<file path="src/rtl/pwm_capture.sv">
// pwm_capture: demodulates a 1-bit PWM audio stream into DATA_WIDTH-bit samples.
// The duty cycle is measured over frames of 2^DATA_WIDTH clocks. Frames are aligned
// to a rising edge of the input. Samples are packed little-endian into
// FIFO_DATA_WIDTH-bit words for a sample FIFO.
//
// Ports:
//   clkdived      capture clock
//   rstn          asynchronous active-low reset
//   cap_en        capture enable (level); dropping it discards the partial frame and word
//   pwm_in        asynchronous PWM audio input
//   fifo_full     FIFO cannot accept a write this cycle
//   fifo_wr_en    one-cycle write strobe
//   fifo_wr_data  packed sample word, held between writes
//   sample        last completed sample
//   sample_valid  one-cycle strobe, sample updated
//   overflow      sticky: a word was dropped on a full FIFO (cleared in idle)
//
// Optional feature: define PWM_CAPTURE_SIGNED_EN to invert each sample's MSB
// after saturation. This gives two's complement around mid-scale.
module pwm_capture #(
  parameter int unsigned DATA_WIDTH      = 8,
  parameter int unsigned FIFO_DATA_WIDTH = 32,
  parameter int unsigned SYNC_STAGES     = 2
) (
  input  logic                       clkdived,
  input  logic                       rstn,
  input  logic                       cap_en,
  input  logic                       pwm_in,
  input  logic                       fifo_full,
  output logic                       fifo_wr_en,
  output logic [FIFO_DATA_WIDTH-1:0] fifo_wr_data,
  output logic [DATA_WIDTH-1:0]      sample,
  output logic                       sample_valid,
  output logic                       overflow
);

  localparam int unsigned SPW = FIFO_DATA_WIDTH / DATA_WIDTH;
  localparam int unsigned IdxW = (SPW > 1) ? $clog2(SPW) : 1;
  localparam logic [IdxW-1:0] LastIdx = IdxW'(SPW - 1);

  typedef enum logic [1:0] {StIdle, StAlign, StCapture} state_e;

  state_e                     state_q, state_d;
  logic [SYNC_STAGES-1:0]     sync_q;
  logic                       pwm_d_q;
  logic [DATA_WIDTH-1:0]      frame_q, frame_d;
  logic [DATA_WIDTH:0]        hi_q, hi_d;
  logic [IdxW-1:0]            idx_q, idx_d;
  logic [FIFO_DATA_WIDTH-1:0] pack_q, pack_d;
  logic [FIFO_DATA_WIDTH-1:0] wr_data_q, wr_data_d;
  logic [DATA_WIDTH-1:0]      sample_q, sample_d;
  logic                       valid_q, valid_d;
  logic                       wr_en_q, wr_en_d;
  logic                       ovf_q, ovf_d;

  logic                       pwm_s;
  logic                       rise;
  logic [DATA_WIDTH:0]        hi_final;
  logic [DATA_WIDTH-1:0]      samp_val;
  logic [FIFO_DATA_WIDTH-1:0] word;

  assign pwm_s = sync_q[SYNC_STAGES-1];
  assign rise  = pwm_s & ~pwm_d_q;

  // Count includes the current cycle so the frame-end cycle is part of the sample.
  assign hi_final = hi_q + (DATA_WIDTH + 1)'(pwm_s);

  always_comb begin
    samp_val = hi_final[DATA_WIDTH] ? '1 : hi_final[DATA_WIDTH-1:0];
`ifdef PWM_CAPTURE_SIGNED_EN
    samp_val[DATA_WIDTH-1] = ~samp_val[DATA_WIDTH-1];
`endif
    word = pack_q;
    word[idx_q*DATA_WIDTH +: DATA_WIDTH] = samp_val;
  end

  always_comb begin
    state_d   = state_q;
    frame_d   = frame_q;
    hi_d      = hi_q;
    idx_d     = idx_q;
    pack_d    = pack_q;
    wr_data_d = wr_data_q;
    sample_d  = sample_q;
    valid_d   = 1'b0;
    wr_en_d   = 1'b0;
    ovf_d     = ovf_q;
    unique case (state_q)
      StIdle: begin
        frame_d = '0;
        hi_d    = '0;
        idx_d   = '0;
        pack_d  = '0;
        ovf_d   = 1'b0;
        if (cap_en) state_d = StAlign;
      end
      StAlign: begin
        if (!cap_en) begin
          state_d = StIdle;
        end else if (rise) begin
          // The edge cycle is frame cycle 0 and is high.
          state_d = StCapture;
          frame_d = DATA_WIDTH'(1);
          hi_d    = (DATA_WIDTH + 1)'(1);
        end
      end
      StCapture: begin
        if (!cap_en) begin
          state_d = StIdle;
          frame_d = '0;
          hi_d    = '0;
        end else begin
          frame_d = frame_q + DATA_WIDTH'(1);
          hi_d    = hi_final;
          if (&frame_q) begin
            hi_d     = '0;
            sample_d = samp_val;
            valid_d  = 1'b1;
            if (idx_q == LastIdx) begin
              // The word is either written or dropped; packing restarts either way.
              idx_d     = '0;
              pack_d    = '0;
              wr_data_d = word;
              if (fifo_full) ovf_d = 1'b1;
              else           wr_en_d = 1'b1;
            end else begin
              idx_d  = idx_q + IdxW'(1);
              pack_d = word;
            end
          end
        end
      end
      default: state_d = StIdle;
    endcase
  end

  always_ff @(posedge clkdived or negedge rstn) begin
    if (!rstn) begin
      state_q   <= StIdle;
      sync_q    <= '0;
      pwm_d_q   <= 1'b0;
      frame_q   <= '0;
      hi_q      <= '0;
      idx_q     <= '0;
      pack_q    <= '0;
      wr_data_q <= '0;
      sample_q  <= '0;
      valid_q   <= 1'b0;
      wr_en_q   <= 1'b0;
      ovf_q     <= 1'b0;
    end else begin
      state_q   <= state_d;
      sync_q    <= {sync_q[SYNC_STAGES-2:0], pwm_in};
      pwm_d_q   <= pwm_s;
      frame_q   <= frame_d;
      hi_q      <= hi_d;
      idx_q     <= idx_d;
      pack_q    <= pack_d;
      wr_data_q <= wr_data_d;
      sample_q  <= sample_d;
      valid_q   <= valid_d;
      wr_en_q   <= wr_en_d;
      ovf_q     <= ovf_d;
    end
  end

  assign fifo_wr_en   = wr_en_q;
  assign fifo_wr_data = wr_data_q;
  assign sample       = sample_q;
  assign sample_valid = valid_q;
  assign overflow     = ovf_q;

endmodule
</file>
<file path="config.mk">
export PLATFORM = sky130hd
export DESIGN_NAME = pwm_capture
export DESIGN_NICKNAME = d
export VERILOG_FILES = /design/src/rtl/pwm_capture.sv
export SDC_FILE = /design/constraint.sdc
export NUM_CORES = 1
export LEC_CHECK = 0
export ABC_AREA = 1
export BUFFER_PORTS_ARGS = -buffer_cell sky130_fd_sc_hd__buf_2
export CORE_MARGIN = 2
export CORE_UTILIZATION = 55
export DETAILED_ROUTE_END_ITERATION = 10
export PLACE_DENSITY = 0.75
export SKIP_CTS_REPAIR_TIMING = 1
export SYNTH_ARGS = -nofsm -noshare
export SYNTH_HDL_FRONTEND = slang
export SYNTH_SLANG_ARGS = --single-unit
</file>
<file path="constraint.sdc">
create_clock -name clkdived -period 2.42 [get_ports clkdived]
set_input_delay 0.484 -clock clkdived [delete_from_list [all_inputs] [get_ports clkdived]]
set_output_delay 0.484 -clock clkdived [all_outputs]
set_load 0.005 [all_outputs]
</file>
Yosys cells after proc, flatten, opt, wreduce, memory -nomap -nowiden
Cells that the tools add are included.
- $add $sub $neg: 4
- equality and inequality tests: 12
- shift-type cells: 2
- mux-type cells: 37
- bitwise operators: 2
- reduce and logical (&&, ||, !) cells: 10
- operator list (kind ; number):
    $mux 32 ; 3
    $pmux 32 s2 ; 1
    $mux 9 ; 4
    $neg 5->34 ; 1
    $shift 8x34->32 const A ; 1
    $shiftx 8x34->32 ; 1
    $bwmux 32 ; 1
    $mux 8 ; 4
    $pmux 9 s3 ; 1
    $pmux 8 s3 ; 1
    $ne 2x2->1 const B ; 8
    $mux 2 ; 7
    $mux 1 ; 12
    $reduce_and 11->1 ; 1
    $reduce_and 10->1 ; 1
    $add 9x1->9 ; 1
    $reduce_and 3->1 ; 3
    $add 8x1->8 const B ; 1
    $reduce_and 8->1 ; 1
    $pmux 2 s3 ; 1
    $reduce_and 5->1 ; 1
    $eq 2x2->1 const B ; 2
    $pmux 2 s2 ; 1
    $ne 3x3->1 const B ; 1
    8 further kinds ; 8
- bits in registers: 99
- output and inout bits: 43
- logic and storage cells: 79

Logic depth before layout (Yosys ltp)
- depth in word-level cells: 8
- gate-level depth with buffers: 12

Worst setup path after synthesis
OpenSTA, ideal clock, no wires.
- path type: flip-flop to flip-flop
- start: register idx_q[0]
- end: register pack_q[6]
- library setup time: 0.074 ns
- data arrival time: 1.821 ns
- required time: 2.346 ns
- path slack: 0.525 ns
- stages on the path, launching flop included: 9
- path buffers: 1
- clock period less this slack: 1.895 ns
- path through: dfrtp_1 > clkbuf_1 > inv_1 > ha_1 > nor3_2 > nand2_1 > o21ai_0 > nand2_1 > o21ai_2
- word-level cells in the longest chain between the ends: 7
- elaborated cells on any way between the ends: 9
- classes of those cells: 1 x add/sub; 1 x eq/ne; 2 x shift; 5 x mux
- ends and longest elaborated chain (item ; line ; text):
    from (decl) ; 48 ; logic [IdxW-1:0] idx_q, idx_d;
    from (signal assigned) ; 157 ; idx_q <= idx_d;
    $neg 5->34 ; 74 ; word[idx_q*DATA_WIDTH +: DATA_WIDTH] = samp_val;
    $shiftx 8x34->32 or $shift 8x34->32 (tied branches) ; 74 ;
    $bwmux 32 ; 74 ;
    $mux 32 (*) ; 119 ; if (idx_q == LastIdx) begin
    $mux 32 (*) ; 115 ; if (&frame_q) begin
    $mux 32 (*) ; 108 ; if (!cap_en) begin
    $pmux 32 s2 (*) ; 88 ; unique case (state_q)
    to (signal assigned) ; 158 ; pack_q <= pack_d;
    to (decl) ; 49 ; logic [FIFO_DATA_WIDTH-1:0] pack_q, pack_d;
Every way passes the cells marked *; elsewhere a longest branch is shown, timed or not. The select of a mux whose other input is x is not followed.
A chain may end at the register's enable or synchronous reset.

Worst setup path after layout
- start: register idx_q[0]
- end: register pack_q[0]
Same word-level chain as after synthesis.

==> results.md <==
- Vias in the first global route: around 3900
- Primary FF master, synth: dfrtp_1
- DRC: 0
- CTS sink count: 99
- Fin crit period: roughly 2.1 ns
- Cell depth of the worst flop-to-flop path: 7
- Worst-path clk slew: 0.10 ns
- Fin crit share: 87.2%
- Post-synth top area cell: dfrtp_1
- Congestion Overflow GR: 0
- Area Growth Syn to Fin: 10.4%
- Async S/R FF share, synth: 100%
- R2R setup slack: 0.31 ns
- Maxcap violations: 0
- Power per cell area: ~630 nW/um^2
- CP Max Fanout: 11
- Synth cell count leaders: 273 x nand2_1, 99 x dfrtp_1, 46 x inv_1, 20 x nand4_1, 19 x nand3_1
- First-pass GRT wire length: 18500 um
- DIE WIDTH: 99.0 um
- Cts bufs inserted: 9
- Worst Tran Pin Value: 0.515 ns
- Netlist cell types: 35
- Largest net degree at the start of global routing: 40
- Worst VDD drop: 372 uV
- Tot GR Track Use: 23.6%
- Port-buffer cells: between 40 and 50
- Placed Instances: roughly 740
- Total nets after synthesis: between 600 and 700
- Routed len/inst: between 10 and 15 um
- Initial antenna violation count: 0
- Flop and latch count out of synthesis: 99
- Detailed Routing Iterations Pass 1: 5
- Latest clock arrival within the worst-skew pair: between 0.3 and 0.4 ns
- CTS tree: built
- Longest Clk Path Bufs: 2
- Final Net Count: around 660
- Final core occ: ~63%
- Area of the mapped netlist: 4960 um^2
- Avg Inst Size Synth: about 8.4 um^2
- Vias/cell: roughly 5.4
- CP arrival: ~2.4 ns
- Worst hold-check path type: input port to asynchronous set/reset pin
- Row count: 34
- CP required: between 2 and 3 ns
- Post-synth EDFFs: 0
- Fin area: 5480 um^2
- RSZ-0062 raised after global routing: false
- Wirelength, routed: approximately 11000 um
- Rel. slew slack: about 65%
- Synth warn: 0
- Mapped Cells: a little under 600
- DRC marker count from the first detailed-route iteration: 244
- Worst Setup Start Kind: flip-flop
- Synth area leaders: dfrtp_1 50%, nand2_1 21%, inv_1 3.5%
- Die H: slightly below 100 um
- DP Area: between 5000 and 6000 um^2
- Max Slew Vio Count: 0
- FF-to-FF Start: idx_q[0]
- Final setup vio count: 0
- I/O pin count: 48
- Status: complete, no violations
- Crit. Startpoint: idx_q[0]
- Max Freq: about 470 MHz
- Vias: 4098
- Sequential fraction of the synthesis area: between 40% and 50%
- Final clock skew: around 0.013 ns
- Routed Antenna Nets: 0
- Crit end category: flip-flop
- Clk root buf: clkbuf_8
- Final Hold Viols: 0
- GPL Wtd Cong: around 0.83
- H-tree depth: 3
- Layout cells sized above 1: 17.5%
- Core area: between 8000 and 9000 um^2
- Worst setup path endpoint: pack_q[0]
- Top-count cell post-synth: nand2_1
- Leak Pwr: between 0.002 and 0.003 uW
- Cell Count, Final, Fillers Out: between 700 and 800
- Capturing point of the worst reg2reg path: pack_q[0]
- Fill count: 740
- Setup TNS: 0 ns
- Antenna Cells: 0
- Die ar.: 9800 um^2
- Starting Density: a little under three fifths
- Critical setup path kind: flip-flop to flip-flop
- HPWL after DPL: 7600 um
- Top-area cell type share of the netlist area: ~50%
layout make-up:
| type | count | area, um^2 | share of cell area, % |
|---|---|---|---|
| tap | 108 | 135 | 2.46 |
| multi-input combinational | 427 | 2160 | 39.3 |
| inverter | 50 | 188 | 3.42 |
| sequential | 99 | 2480 | 45.2 |
| timing repair buffer | 55 | 310 | 5.66 |
| clock inverter | 5 | 85.1 | 1.55 |
| clock buffer | 11 | 131 | 2.40 |
layer usage:
layer / vias to the layer above / routed length, um / track usage (%)
met3: 27 / 459 / 4.18
met4: 0 / 340 / 9.59
met5: - / 0 / 0
met2: 128 / 5310 / 38.5
li1: 1979 / - / -
met1: 1964 / 4870 / 31.3
how the worst min path moves through the flow:
stage               startpoint                to  slack [ns]  cells past startpoint
floorplan                 rstn   fifo_wr_data[0]        0.19                      0
global placement     sync_q[0]         sync_q[1]        0.34                      0
detailed placement   sync_q[0]         sync_q[1]        0.36                      0
CTS                       rstn  fifo_wr_data[14]        0.03                      1
global route              rstn  fifo_wr_data[14]        0.05                      1
finish                    rstn  fifo_wr_data[14]        0.02                      1
through the flow:
stage | worst slack, ns | power, uW | hold WS (ns)
3_5_place_dp | 0.387 | 2300 | 0.361
2_1_floorplan | 0.525 | 2180 | 0.188
4_1_cts | 0.360 | 3460 | 0.0291
6_report | 0.310 | 3450 | 0.0220
5_1_grt | 0.128 | 3600 | 0.0493
3_3_place_gp | 0.448 | 2300 | 0.336
cells by family (layout without fill, tap and decap cells):
logic type	after synthesis	count (layout)	synth area share, %
flip-flops	99	99	49.9
adder cells (fa/ha/maj)	12	12	3.02
AO/OA/AOI/OAI	53	53	6.20
buffers and inverters	68	121	6.68
XOR/XNOR	1	1	0.176
multiplexers	8	8	1.81
AND/OR/NAND/NOR	353	353	32.2
placed cells by master (no fill, tap or decap), drive strengths merged, types with 8 or more instances in the layout:
cell type | netlist | routed
buf | 12 | 55
clkbuf | 6 | 11
dfrtp | 99 | 99
ha | 12 | 12
inv | 48 | 49
mux2 | 8 | 8
nand2 | 286 | 286
nand3 | 24 | 24
nand4 | 20 | 20
nor2 | 19 | 19
o21ai | 37 | 37
critical path: stages (launching register included):
cell and delay, ns:
dfrtp_1 0.54, inv_1 0.16, ha_1 0.39, nor3_2 0.47, nand2_1 0.11, o21ai_1 0.14
nand2_1 0.11, o21ai_0 0.12
state kept, by name (all words and copies together) (netlist names):
signal and count:
fifo_wr_data 32, fifo_wr_en 1, frame_q 8, hi_q 9, idx_q 2, overflow 1, pack_q 32, pwm_d_q 1
sample 8, sample_valid 1, state_q 2, sync_q 2
report_power, final:
group | internal, uW | total (uW) | switching, uW
Sequential | 1680 | 1690 | 16.8
Combinational | 141 | 584 | 442
Clock | 589 | 1170 | 582
Total | 2410 | 3450 | 1040
No activity file was read; power rests on OpenSTA's default activity.
